### config.mk
export PLATFORM = sky130hd
export DESIGN_NAME = jtkunio_pcm_fetch
export DESIGN_NICKNAME = d
export VERILOG_FILES = /design/src/rtl/jtkunio_snd_pkg.sv /design/src/rtl/jtkunio_pcm_slot.sv /design/src/rtl/jtkunio_pcm_fetch.sv
export SDC_FILE = /design/constraint.sdc
export NUM_CORES = 1
export LEC_CHECK = 0
export CAP_MARGIN = 15
export CELL_PAD_IN_SITES_DETAIL_PLACEMENT = 1
export CELL_PAD_IN_SITES_GLOBAL_PLACEMENT = 2
export CORE_AREA = 2 2 98 100
export CTS_BUF_LIST = sky130_fd_sc_hd__clkbuf_8
export DETAILED_ROUTE_END_ITERATION = 12
export DIE_AREA = 0 0 100 102
export HOLD_SLACK_MARGIN = 0.1
export PLACE_DENSITY_LB_ADDON = 0.12
export SLEW_MARGIN = 0
export SYNTH_ARGS = -nofsm -noshare
export SYNTH_HDL_FRONTEND = slang
export SYNTH_SLANG_ARGS = --single-unit
### constraint.sdc
create_clock -name clk -period 3.04 [get_ports clk]
set_input_delay 0.608 -clock clk [delete_from_list [all_inputs] [get_ports clk]]
set_output_delay 0.608 -clock clk [all_outputs]
set_load 0.1 [all_outputs]
### src/rtl/jtkunio_snd_pkg.sv
// rtl/jtkunio_snd_pkg.sv - shared types and constants for the sound section PCM fetch path
package jtkunio_snd_pkg;

  localparam int PCM_AW = 17;

  typedef enum logic [1:0] {
    ST_IDLE   = 2'd0,
    ST_DEMAND = 2'd1,
    ST_PREF   = 2'd2
  } pcm_state_t;

  typedef struct packed {
    logic              valid;
    logic [PCM_AW-1:0] tag;
    logic [7:0]        data;
  } pcm_slot_t;

endpackage

### src/rtl/jtkunio_pcm_slot.sv
// rtl/jtkunio_pcm_slot.sv - one buffered ROM byte: registered {valid, tag, data} with tag compare
module jtkunio_pcm_slot
  import jtkunio_snd_pkg::*;
#(
  parameter int AW = PCM_AW
) (
  input  logic          clk,
  input  logic          rst,
  input  logic          load,
  input  logic          inval,
  input  logic [AW-1:0] load_tag,
  input  logic [7:0]    load_data,
  input  logic [AW-1:0] cmp_tag,
  output logic          valid,
  output logic [AW-1:0] tag,
  output logic [7:0]    data,
  output logic          hit
);

  // slot storage; invalidation outranks a load issued in the same cycle
  always_ff @(posedge clk or posedge rst) begin
    if (rst) begin
      valid <= 1'b0;
      tag   <= '0;
      data  <= '0;
    end else if (inval) begin
      valid <= 1'b0;
    end else if (load) begin
      valid <= 1'b1;
      tag   <= load_tag;
      data  <= load_data;
    end
  end

  assign hit = valid & (tag == cmp_tag);

endmodule

### src/rtl/jtkunio_pcm_fetch.sv
// rtl/jtkunio_pcm_fetch.sv - ADPCM byte prefetch buffer in front of the SDRAM ROM port (JTKUNIO_PCM_PREFETCH_EN adds slot B and prefetch)
module jtkunio_pcm_fetch
  import jtkunio_snd_pkg::*;
#(
  parameter int AW = PCM_AW
) (
  input  logic          clk,
  input  logic          rst,
  input  logic          flush,
  input  logic          pcm_cs,
  input  logic [AW-1:0] pcm_addr,
  output logic [7:0]    pcm_data,
  output logic          pcm_ok,
  output logic          rom_cs,
  output logic [AW-1:0] rom_addr,
  input  logic [7:0]    rom_data,
  input  logic          rom_ok,
  output logic          miss
);

  pcm_state_t    state, state_nx;
  logic [AW-1:0] rom_addr_nx;

  logic          a_valid, a_hit, a_load, a_inval;
  logic [AW-1:0] a_tag, a_load_tag;
  logic [7:0]    a_data, a_load_data;

  logic          pend_valid;
  logic [AW-1:0] pend_addr;
  logic          skip, discard;
  logic          busy, acc, keep, start;
  logic          pend_match, miss_now, demand_wr;

  assign busy  = state != ST_IDLE;
  // the first rom_ok after rom_cs rises belongs to the previous access
  assign acc   = busy & ~skip & rom_ok;
  // an accepted result may only be stored if no flush hit this access
  assign keep  = acc & ~flush & ~discard;
  assign start = ~busy & (state_nx != ST_IDLE);

  // a flush in the same cycle wipes the pending demand before the lookup
  assign pend_match = pend_valid & ~flush & (pend_addr == pcm_addr);
  assign demand_wr  = keep & pend_valid & (rom_addr == pend_addr) & ~miss_now;

  assign a_inval = flush | miss_now;

  jtkunio_pcm_slot #(.AW(AW)) u_slot_a (
    .clk      (clk),
    .rst      (rst),
    .load     (a_load),
    .inval    (a_inval),
    .load_tag (a_load_tag),
    .load_data(a_load_data),
    .cmp_tag  (pcm_addr),
    .valid    (a_valid),
    .tag      (a_tag),
    .data     (a_data),
    .hit      (a_hit)
  );

`ifdef JTKUNIO_PCM_PREFETCH_EN
  logic          b_valid, b_hit, b_load, b_inval;
  logic          promote, pref_match, pref_wr;
  logic [AW-1:0] b_tag, pref_addr;
  logic [7:0]    b_data;

  assign pref_addr  = a_tag + AW'(1);
  assign promote    = pcm_cs & ~flush & ~a_hit & b_hit;
  // the core asking for the byte already being prefetched just waits for it
  assign pref_match = (state == ST_PREF) & ~discard & ~flush & (rom_addr == pcm_addr);
  assign miss_now   = pcm_cs & ~(a_hit & ~flush) & ~promote & ~pend_match & ~pref_match;
  assign pref_wr    = keep & (state == ST_PREF) & a_valid & (rom_addr == pref_addr) & ~miss_now;

  assign a_load      = demand_wr | promote;
  assign a_load_tag  = promote ? b_tag : rom_addr;
  assign a_load_data = promote ? b_data : rom_data;
  assign b_load      = pref_wr;
  assign b_inval     = flush | miss_now | promote;

  jtkunio_pcm_slot #(.AW(AW)) u_slot_b (
    .clk      (clk),
    .rst      (rst),
    .load     (b_load),
    .inval    (b_inval),
    .load_tag (rom_addr),
    .load_data(rom_data),
    .cmp_tag  (pcm_addr),
    .valid    (b_valid),
    .tag      (b_tag),
    .data     (b_data),
    .hit      (b_hit)
  );
`else
  assign miss_now    = pcm_cs & ~(a_hit & ~flush) & ~pend_match;
  assign a_load      = demand_wr;
  assign a_load_tag  = rom_addr;
  assign a_load_data = rom_data;
`endif

  // FSM state register
  always_ff @(posedge clk or posedge rst) begin
    if (rst) state <= ST_IDLE;
    else     state <= state_nx;
  end

  // next state and the ROM address to hold for the coming access
  always_comb begin
    state_nx    = state;
    rom_addr_nx = rom_addr;
    case (state)
      ST_IDLE: begin
        if (miss_now) begin
          state_nx    = ST_DEMAND;
          rom_addr_nx = pcm_addr;
        end else if (pend_valid & ~flush) begin
          state_nx    = ST_DEMAND;
          rom_addr_nx = pend_addr;
        end
`ifdef JTKUNIO_PCM_PREFETCH_EN
        else if (a_valid & ~b_valid & ~flush & ~promote) begin
          state_nx    = ST_PREF;
          rom_addr_nx = pref_addr;
        end
`endif
      end
      default: begin
        if (acc) state_nx = ST_IDLE;
      end
    endcase
  end

  // access bookkeeping: held address, stale-ok skip, flush discard, pending demand
  always_ff @(posedge clk or posedge rst) begin
    if (rst) begin
      rom_addr   <= '0;
      skip       <= 1'b0;
      discard    <= 1'b0;
      miss       <= 1'b0;
      pend_valid <= 1'b0;
      pend_addr  <= '0;
    end else begin
      rom_addr <= rom_addr_nx;
      skip     <= start;
      miss     <= miss_now;
      if (start)             discard <= 1'b0;
      else if (busy & flush) discard <= 1'b1;
      if (flush | demand_wr) pend_valid <= 1'b0;
      if (miss_now) begin
        pend_valid <= 1'b1;
        pend_addr  <= pcm_addr;
      end
    end
  end

  assign rom_cs   = busy;
  assign pcm_ok   = pcm_cs & a_valid & (pcm_addr == a_tag);
  assign pcm_data = a_data;

endmodule

; Word-level counts from Yosys, hierarchy flattened
; Index checks and enable logic that the tools add are counted.
[classes]
muxes = 12
n_eq_ne = 4
bitwise_logic = 27
n_reduce_logical = 9
[ops]
columns = op, count
row1 = $eq A17 B17 Y1, 4
row2 = $mux W17, 2
row3 = $and A1 B1 Y1, 17
row4 = $reduce_bool A2 Y1, 6
row5 = $mux W2, 4
row6 = $not A1 Y1, 8
row7 = $mux W1, 6
row8 = $reduce_and A2 Y1, 2
row9 = $logic_not A2 Y1, 1
row10 = $or A1 B1 Y1, 2
[word_totals]
register_bits = 66
output_inout_bits = 28
wordCells = 62
inputBits = 30

; Depth between registers and ports, before layout
[depth]
ltp_word = 11
depth_mapped = 8
ltp_nobuf = 6

; Modules after synthesis
; Synthesis repeated with hierarchy kept, for this count alone.
[hier_totals]
cells_unflattened = 272
area_unflattened_um2 = 3629.7
[modules_own_cells]
columns = module, cells_each, seq_area_each_um2, instances, area_per_inst_um2
row1 = jtkunio_pcm_fetch, 191, 1001.0, 1, 2354.8
row2 = jtkunio_pcm_slot, 81, 650.6, 1, 1275.0

; Worst setup path before layout
; No wires, ideal clock.
[synth_path]
path_type = input to output
from = input port pcm_addr[12]
to = output port pcm_ok
t_arrival_ps = 3253
setup_slack_ps = -821
path_buffers = 0
stages = 4
required_time_ps = 2432
path_cell_list = xor2_1 -> nor4_1 -> nand3_1 -> nor3_1
[synth_between]
elab_chain_len = 2
[synth_rtl]
columns = item, line_no
row1 = from (decl), jtkunio_pcm_fetch.sv:11  ; input logic [AW-1:0] pcm_addr,
row2 = $eq A17 B17 Y1, jtkunio_pcm_fetch.sv:156  ; assign pcm_ok = pcm_cs & a_valid & (pcm_addr == a_tag);
row3 = $and A1 B1 Y1, jtkunio_pcm_fetch.sv:156
row4 = to (decl), jtkunio_pcm_fetch.sv:13  ; output logic pcm_ok,
; No other way between the ends.

; Worst setup path in the final report
[layout_path]
from = input port flush
to = register u_slot_a.tag[11]
[layout_between]
elab_chain_len = 8
elab_cells_between_ends = 17
classes_between = bitwise (16) / reduce/logical (1)
[layout_rtl]
columns = item, line_no
row1 = from (decl), jtkunio_pcm_fetch.sv:9  ; input logic flush,
row2 = $not A1 Y1, "jtkunio_pcm_fetch.sv:38, jtkunio_pcm_fetch.sv:42, jtkunio_pcm_fetch.sv:94"
row3 = "$and A1 B1 Y1, on equally long branches", "jtkunio_pcm_fetch.sv:94, jtkunio_pcm_fetch.sv:42"
row4 = $not A1 Y1 / $and A1 B1 Y1 (equally long branches), "jtkunio_pcm_fetch.sv:94, jtkunio_pcm_fetch.sv:42"
row5 = $and A1 B1 Y1 / $not A1 Y1 (equally long branches), jtkunio_pcm_fetch.sv:94  ; assign miss_now = pcm_cs & ~(a_hit & ~flush) & ~pend_match;
row6 = $and A1 B1 Y1, jtkunio_pcm_fetch.sv:94
row7 = $or A1 B1 Y1 / $not A1 Y1 (equally long branches), "jtkunio_pcm_fetch.sv:45, jtkunio_pcm_fetch.sv:43"
row8 = $not A1 Y1 (no source line) / $and A1 B1 Y1 (equally long branches), --
row9 = $reduce_and A2 Y1 (no source line) (*), --
row10 = to (signal assigned), jtkunio_pcm_slot.sv:30  ; tag <= load_tag;
row11 = to (decl), jtkunio_pcm_slot.sv:15  ; output logic [AW-1:0] tag,
; Every way passes the cells marked *; elsewhere a longest branch is shown, timed or not.
; A chain may end at the register's enable or synchronous reset.

==> flow_results.org <==
** Run status
- The run finished with clean final reports.

** Floorplanning
- Initial cell density of the core :: a little over a third
- In this run the vertical extent of the chip is 102 um.
- In this run the horizontal extent of the chip is about 100 um.
- Die ar. :: 10200 um^2
- The floorplan has 35 rows.
- The region available for standard cell placement spans around 9000 um^2.
- For this design the top-level I/O count stands at between 50 and 60.

** Global route
- Vias in the first global route :: between 2000 and 3000
- The first global-routing pass estimated around 14000 um of wire.
- Overall Global Routing Usage :: a little under a fifth
- Entering global routing, the biggest net connects 67 pins.
- The initial antenna violation count was 0.
- After global routing the overflow that remains totals 0.

** Timing
- Setup repair after global routing left no endpoint under its margin.
- Maximum operating frequency :: 0.342 GHz
- Setup slack on the critical path of the routed design comes to 0.113 ns.
- The number of hold-slack violations in the final timing report was 0.
- Transition time at the pin with the least slew margin :: slightly above 0.4 ns
- Fin crit period :: about 3 ns
- Number of endpoints failing setup at the final stage :: 0
- In the finished design, the share of the clock period the worst path needs comes to around 96%.
- Post-Route Setup TNS :: 0 ns
- Worst Skew :: between 0.008 and 0.009 ns
- The max-slew violation count is 0.
- The worst pin sits at a relative slew slack of a little over 70%.

** Clocking
- TritonCTS built the clock tree.
- Number of buffers on the longest clock path :: 2
- In this run the number of H-tree levels came out at 3.
- Clock-pin slew was measured on the worst setup and hold paths at ~0.08 ns.
- CTS sink count :: 66
- Number of clock buffers inserted by TritonCTS :: 9
- Clock Tree Root :: sky130_fd_sc_hd__clkbuf_8
- Number of buffers inserted to repair setup after CTS :: 0
- Post-cts hold buffer count :: 0
- For the worst-skew pair, the clock arrives at the later sink with an insertion delay of 0.34 ns.

** Synthesis
- Yosys printed 0 warnings.
- Distinct cell type count after synthesis :: 31
- Syn Inst Count :: approximately 250
- The number of nets in the synthesized netlist is between 200 and 300.
- Sequential-to-total area share from yosys stat :: between 40 and 50%
- In this run, synthesis produced a sequential element count of between 60 and 70.
- Area of the mapped netlist :: 3330 um^2
- Avg Synthesized Cell Area :: 13.2 um^2

** Placement
- During placement, the flow inserted port buffers numbering 57.
- Placed cell count :: about 440
- Cell area after placement :: 4150 um^2
- RD Place Congestion :: 0.784
- Final HPWL from detailed placement :: 6350 um
- At the placement stage, the worst setup path has a slack of -0.229 ns.

** Power
- Leakage :: ~1.9 nW
- Sequential group share of total power :: ~33%
- Net switching power figure :: roughly 1.7 mW
- For this design the ratio of total power to cell area is 834 nW/um^2.
- VDD sags by at most roughly 0.45 mV.
- The clock network is responsible for about 21% of the overall power.
- Combinational Power Share :: between 40% and 50%
- Internal cell power :: approximately 1.9 mW
- Of the total power, the share spent switching nets is a little under half.

** Min path
- The min-delay analysis places its worst path in the category flip-flop to flip-flop.

** Finish
- The filler cells instantiated in the layout total just under 1000.
- Area occupied by multi-input gates :: ~1600 um^2
- Final standard cell area without fillers :: between 4000 and 5000 um^2
- In the layout the commonest cells are sky130_fd_sc_hd__dfrtp_1 (66), sky130_fd_sc_hd__buf_4 (47), sky130_fd_sc_hd__xor2_1 (39), sky130_fd_sc_hd__clkdlybuf4s50_1 (28), sky130_fd_sc_hd__mux2_2 (22).
- Finished Layout Cells :: roughly 450
- Compared with the post-synthesis result, the final layout area differs by 31.6%.
- 0 antenna diodes ended up in the layout.
- Nets :: approximately 370
- Cells with a size suffix above 1 make up 39.7% of the layout.
- Leaving out fill and tap cells, the most frequent cell in the layout is sky130_fd_sc_hd__dfrtp_1.
- The sequential cells in the finished layout cover a total of ~1700 um^2.

** Flow run
- Total of max-cap violations :: 0

** Detailed routing
- In the final routed layout, each cell accounts on average for ~20 um.
- Pre-Repair DR Iteration Count :: 4
- Antenna Violating Nets Remaining :: 0
- The detailed router finished its first iteration with 70 violations.
- Routed vias :: ~2300
- Routed wire length :: 8980 um
- For this run, design rule violations remaining after detail routing come to 0.
- After detailed routing, the number of vias per cell comes to between 5 and 6.

** Critical path
- Of all nets on the critical path, the largest fanout is 9.
- Required arrival time at the worst endpoint :: 3.26 ns
- STA puts the critical path data arrival time at roughly 3.1 ns.
- Worst setup SP type :: input port
- STA classifies the critical path endpoint as a flip-flop.
- Type of the setup path with the least slack :: input port to flip-flop
==> stage by stage <==
| step | power (mW) | hold slack (ns) | util [%] |
|---|---|---|---|
| final | 3.65 | 0.490 | 48.1 |
| after CTS | 3.68 | 0.497 | 47.8 |
| after global routing | 3.83 | 0.516 | 48.1 |
| after floorplan | 2.43 | 0.451 | - |
| after global placement | 2.91 | 0.462 | 45.6 |
| after detailed placement | 2.93 | 0.477 | 45.6 |
==> path summary, 6_finish.rpt <==
kind / endpoint / depth (start not counted) / slack, ns / start
min in group asynchronous: u_slot_a.data[1] / 3 / 0.67 / rst
setup / recovery: u_slot_a.tag[11] / 8 / 0.11 / flush
max in group asynchronous: rom_addr[10] / 3 / 2.08 / rst
hold reg to reg: state[0] / 1 / 0.49 / state[0]
hold / removal: state[0] / 1 / 0.49 / state[0]
setup reg to reg: u_slot_a.tag[11] / 7 / 0.49 / skip
==> flip-flops by register name, summed over array words and instances (netlist names) <==
name,flops
rom_addr,17
discard,1
skip,1
u_slot_a.data,8
pend_addr,17
u_slot_a.tag,17
u_slot_a.valid,1
state,2
miss,1
pend_valid,1
==> timing repair <==
action / 4_1_cts / 5_1_grt
gates cloned: 0 / 0
resized for setup: 1 / 6
setup endpoints to repair: 1 / 1
pin swaps: 0 / 3
==> critical path: stages <==
cell and delay (ns):
sky130_fd_sc_hd__clkdlybuf4s50_1 0.42, sky130_fd_sc_hd__nand2b_4 0.15, sky130_fd_sc_hd__or4_4 0.52, sky130_fd_sc_hd__or3_1 0.36, sky130_fd_sc_hd__nor4_1 0.28, sky130_fd_sc_hd__o21a_1 0.22
sky130_fd_sc_hd__buf_4 0.25, sky130_fd_sc_hd__mux2_4 0.32
==> area by class of cell <==
class / instances / area share [%]
sequential: 66 / 37.7
multi-input combinational: 175 / 37.2
timing repair buffer: 82 / 17.3
clock buffer: 11 / 3.46
tap: 111 / 3.17
clock inverter: 3 / 0.914
inverter: 3 / 0.257
==> cell families after synthesis <==
logic type                Yosys count  share of synthesized area [%]
DFF                                66                           49.6
AOI/OAI and AO/OA                  24                           7.55
and+or+nand+nor                    58                           10.5
muxes                              42                           16.5
buffers and inverters              11                           2.48
xor gates and xnor gates           51                           13.4
==> per-layer routing <==
metal | routed length [um] | track usage [%] | vias up
li1 | - | - | 1091
met3 | 274 | 3.97 | 5
met5 | 0 | 0 | -
met1 | 4260 | 25.7 | 1214
met2 | 4360 | 31.2 | 38
met4 | 80 | 4.43 | 0
==> cells in the mapped netlist <==
cell                       count  area (um^2)
sky130_fd_sc_hd__xor2_1       39          342
sky130_fd_sc_hd__nand4b_1      2         17.5
sky130_fd_sc_hd__buf_2         1         5.00
sky130_fd_sc_hd__or3_1        19          119
sky130_fd_sc_hd__inv_1         3         11.3
sky130_fd_sc_hd__xnor2_1      12          105
sky130_fd_sc_hd__o21ai_0       1         5.00
sky130_fd_sc_hd__o221a_2      17          191
sky130_fd_sc_hd__a32o_1        1         10.0
sky130_fd_sc_hd__o311ai_2      1         16.3
sky130_fd_sc_hd__buf_12        2         40.0
sky130_fd_sc_hd__nand3_1       3         15.0
sky130_fd_sc_hd__mux2_4       20          300
sky130_fd_sc_hd__buf_6         1         11.3
sky130_fd_sc_hd__clkbuf_1      4         15.0
sky130_fd_sc_hd__nor4_1       11         68.8
sky130_fd_sc_hd__nand2b_1      3         18.8
sky130_fd_sc_hd__a21o_1        1         7.51
sky130_fd_sc_hd__or4_4         1         11.3
sky130_fd_sc_hd__dfrtp_1      66         1650
sky130_fd_sc_hd__and4b_1       1         10.0
sky130_fd_sc_hd__nor3_1        4         20.0
sky130_fd_sc_hd__nand2b_4      1         13.8
sky130_fd_sc_hd__o21a_1        1         7.51
sky130_fd_sc_hd__o21bai_1      1         7.51
sky130_fd_sc_hd__nand2_1       4         15.0
sky130_fd_sc_hd__nand4_1       2         12.5
sky130_fd_sc_hd__and2_1        1         6.26
sky130_fd_sc_hd__nor2_1        6         22.5
sky130_fd_sc_hd__o22ai_1       1         6.26
sky130_fd_sc_hd__mux2_2       22          248
==> power groups by stage <==
| stage | logic [mW] | registers [mW] | clock network, mW |
|---|---|---|---|
| final | 1.69 | 1.21 | 0.753 |
| after global routing | 1.77 | 1.24 | 0.812 |
| after CTS | 1.70 | 1.22 | 0.769 |
| after detailed placement | 1.70 | 1.23 | 0 |
| after global placement | 1.68 | 1.23 | 0 |
| after floorplan | 0.491 | 1.94 | 0 |
Power figures use the tool's default switching activity.
==> variant 1, RTL diff (config.mk and constraints unchanged) <==
Add a define of `JTKUNIO_PCM_PREFETCH_EN`.
--- a/src/rtl/jtkunio_pcm_fetch.sv
+++ b/src/rtl/jtkunio_pcm_fetch.sv
@@ -1,2 +1,4 @@
 // rtl/jtkunio_pcm_fetch.sv - ADPCM byte prefetch buffer in front of the SDRAM ROM port (JTKUNIO_PCM_PREFETCH_EN adds slot B and prefetch)
+`define JTKUNIO_PCM_PREFETCH_EN
+
 module jtkunio_pcm_fetch
Function: changed (a bounded check fails within 10 cycles, from zero or initial values and one cycle with rst high).
==> variant 1 against the unedited design <==
  * The flow now stops in global placement without I/O
  * Synthesized cell count rose by 120%
  * Synthesized area rose by 82%
==> variant 1: results <==
{
  "yosysWarningCount": 0,
  "synthArstFlopShare": 1.00,
  "syn_area_per_cell_sq_um": 10.9,
  "syn-num-nets": 590,
  "stop_stage": "global placement without I/O",
  "synth_ff_type": "dfrtp_1",
  "yosys-top-cells-area": "dfrtp_1, mux2_2, xnor2_1",
  "ys_seq_area_frac": 0.379,
  "stop_error": "[ERROR FLW-0024] Place density exceeds 1.0 (current PLACE_DENSITY_LB_ADDON =  0.12). Please check if the value of  PLACE_DENSITY_LB_ADDON is between 0 and 0.99.",
  "synth_seq_cells": 92,
  "yosys-top-cells-count": "mux2_2, dfrtp_1, xnor2_1, xor2_1, clkbuf_1",
  "ys_types": 53,
  "status": "did not finish"
}
## variant 1: cell count changes after synthesis, sizes merged, moves of 17 or more
cell    unedited run  this run
clkbuf             4        35
dfrtp             66        92
o221a             17         0
or3               19         1
mux2              42       117
nand2              4        28
buf                4        24
o21ai              1        21
xnor2             12        57
## variant 1: cells by family after synthesis
kind of cell | Yosys count | share of synthesized area
AOI/OAI and AO/OA | 44 | 0.0504
xor gates and xnor gates | 112 | 0.164
buffers and inverters | 70 | 0.0513
muxes | 126 | 0.244
DFF | 92 | 0.379
adders and majority gates | 1 | 0.00206
and+or+nand+nor | 114 | 0.110
==> variant 2, RTL diff (same flow settings) <==
Without the edit above. Put a register stage on the outputs `pcm_data`, `pcm_ok` and `rom_cs`, cleared by the reset. The values now appear one clock later. The other outputs are not delayed to match.
--- a/src/rtl/jtkunio_pcm_fetch.sv
+++ b/src/rtl/jtkunio_pcm_fetch.sv
@@ -154,5 +154,13 @@
 
-  assign rom_cs   = busy;
-  assign pcm_ok   = pcm_cs & a_valid & (pcm_addr == a_tag);
-  assign pcm_data = a_data;
+  always_ff @(posedge clk or posedge rst) begin
+    if (rst) begin
+      pcm_data <= '0;
+      pcm_ok   <= '0;
+      rom_cs   <= '0;
+    end else begin
+      pcm_data <= a_data;
+      pcm_ok   <= pcm_cs & a_valid & (pcm_addr == a_tag);
+      rom_cs   <= busy;
+    end
+  end
 
Function: changed (a bounded check fails within 4 cycles, from zero or initial values and one cycle with rst high).
==> variant 2 against the unedited design <==
  * Worst setup slack improved by 0.16 ns
  * Global-route usage increased by 1.5 points
  * Non-clock buffer count increased by 7
  * Core utilization increased by 4.7 points
  * First-iteration DRC count increased by 8.6%
  * Sequential cell count increased by 10
  * Final area increased by 9.7%
  * Via count increased by 8.1%
  * Wire length increased by 7.8%
  * Synthesized area increased by 11%
  * Total power increased by 12%
  * Clock power increased by 37%
  * Largest cell class unchanged
==> variant 2: results <==
{
  "status": "completed",
  "wl_met2_um": 4710,
  "worstPathArrival_ns": 3.00,
  "hpwlAfterDp_um": 6990,
  "power_sequential_uw": 1350,
  "drt-initial-drc-count": 76,
  "met3_wirelength_um": 289,
  "grt_max_degree": 39,
  "critical_path.max_stage_delay_ns": 0.46,
  "syn-num-nets": 305,
  "p_sw_uw": 1810,
  "r2r_start": "pend_addr[12]",
  "yosys-top-cells-count": "dfrtp_1, xor2_1, mux2_2, xnor2_1, mux2_4",
  "grt_usage": 0.204,
  "final_nets": 397,
  "skew_ns": 0.0163,
  "pwr-share-comb": 0.421,
  "wl_met1_um": 4530,
  "ys_types": 35,
  "cts_resized": 0,
  "n_all_buffers": 89,
  "inv_count": 6,
  "grt_pass1_wl_um": 15400,
  "grtUsageMet1": 0.280,
  "pre_cts_slack_ns": -0.0108,
  "nMultiInputCombCells": 185,
  "routabilityCongestion": 0.781,
  "leakagePower_uw": 0.00216,
  "clock-sinks": 76,
  "path_max_fanout": 5,
  "grtUsageMet2": 0.332,
  "hp-start": "u_slot_a.data[5]",
  "period_share": 0.912
}
[variant 2: cell families (layout without fill, tap and decap cells)]
family	after synthesis	count (layout)	synth area share
AO/OA/AOI/OAI	28	28	0.0758
flip-flops	76	76	0.515
multiplexers	42	42	0.148
AND/OR/NAND/NOR	64	64	0.116
buffers and inverters	14	111	0.0247
XOR/XNOR	51	51	0.121
[variant 2: final timing paths]
path | to | slack [ns] | cells past startpoint
min reg2reg | pcm_data[5] | 0.38 | 0
max reg2reg | pend_addr[7] | 0.70 | 7
min | pcm_data[5] | 0.38 | 0
min in group asynchronous | u_slot_a.data[6] | 0.62 | 2
max | pend_addr[7] | 0.27 | 9
max in group asynchronous | u_slot_a.tag[4] | 1.78 | 3
[variant 2: metrics by stage]
stage / instances / area [sq um]
global placement: 467 / 4540
global route: 483 / 4810
CTS: 483 / 4810
detailed placement: 467 / 4540
floorplan: 275 / 3700
finish: 483 / 4810
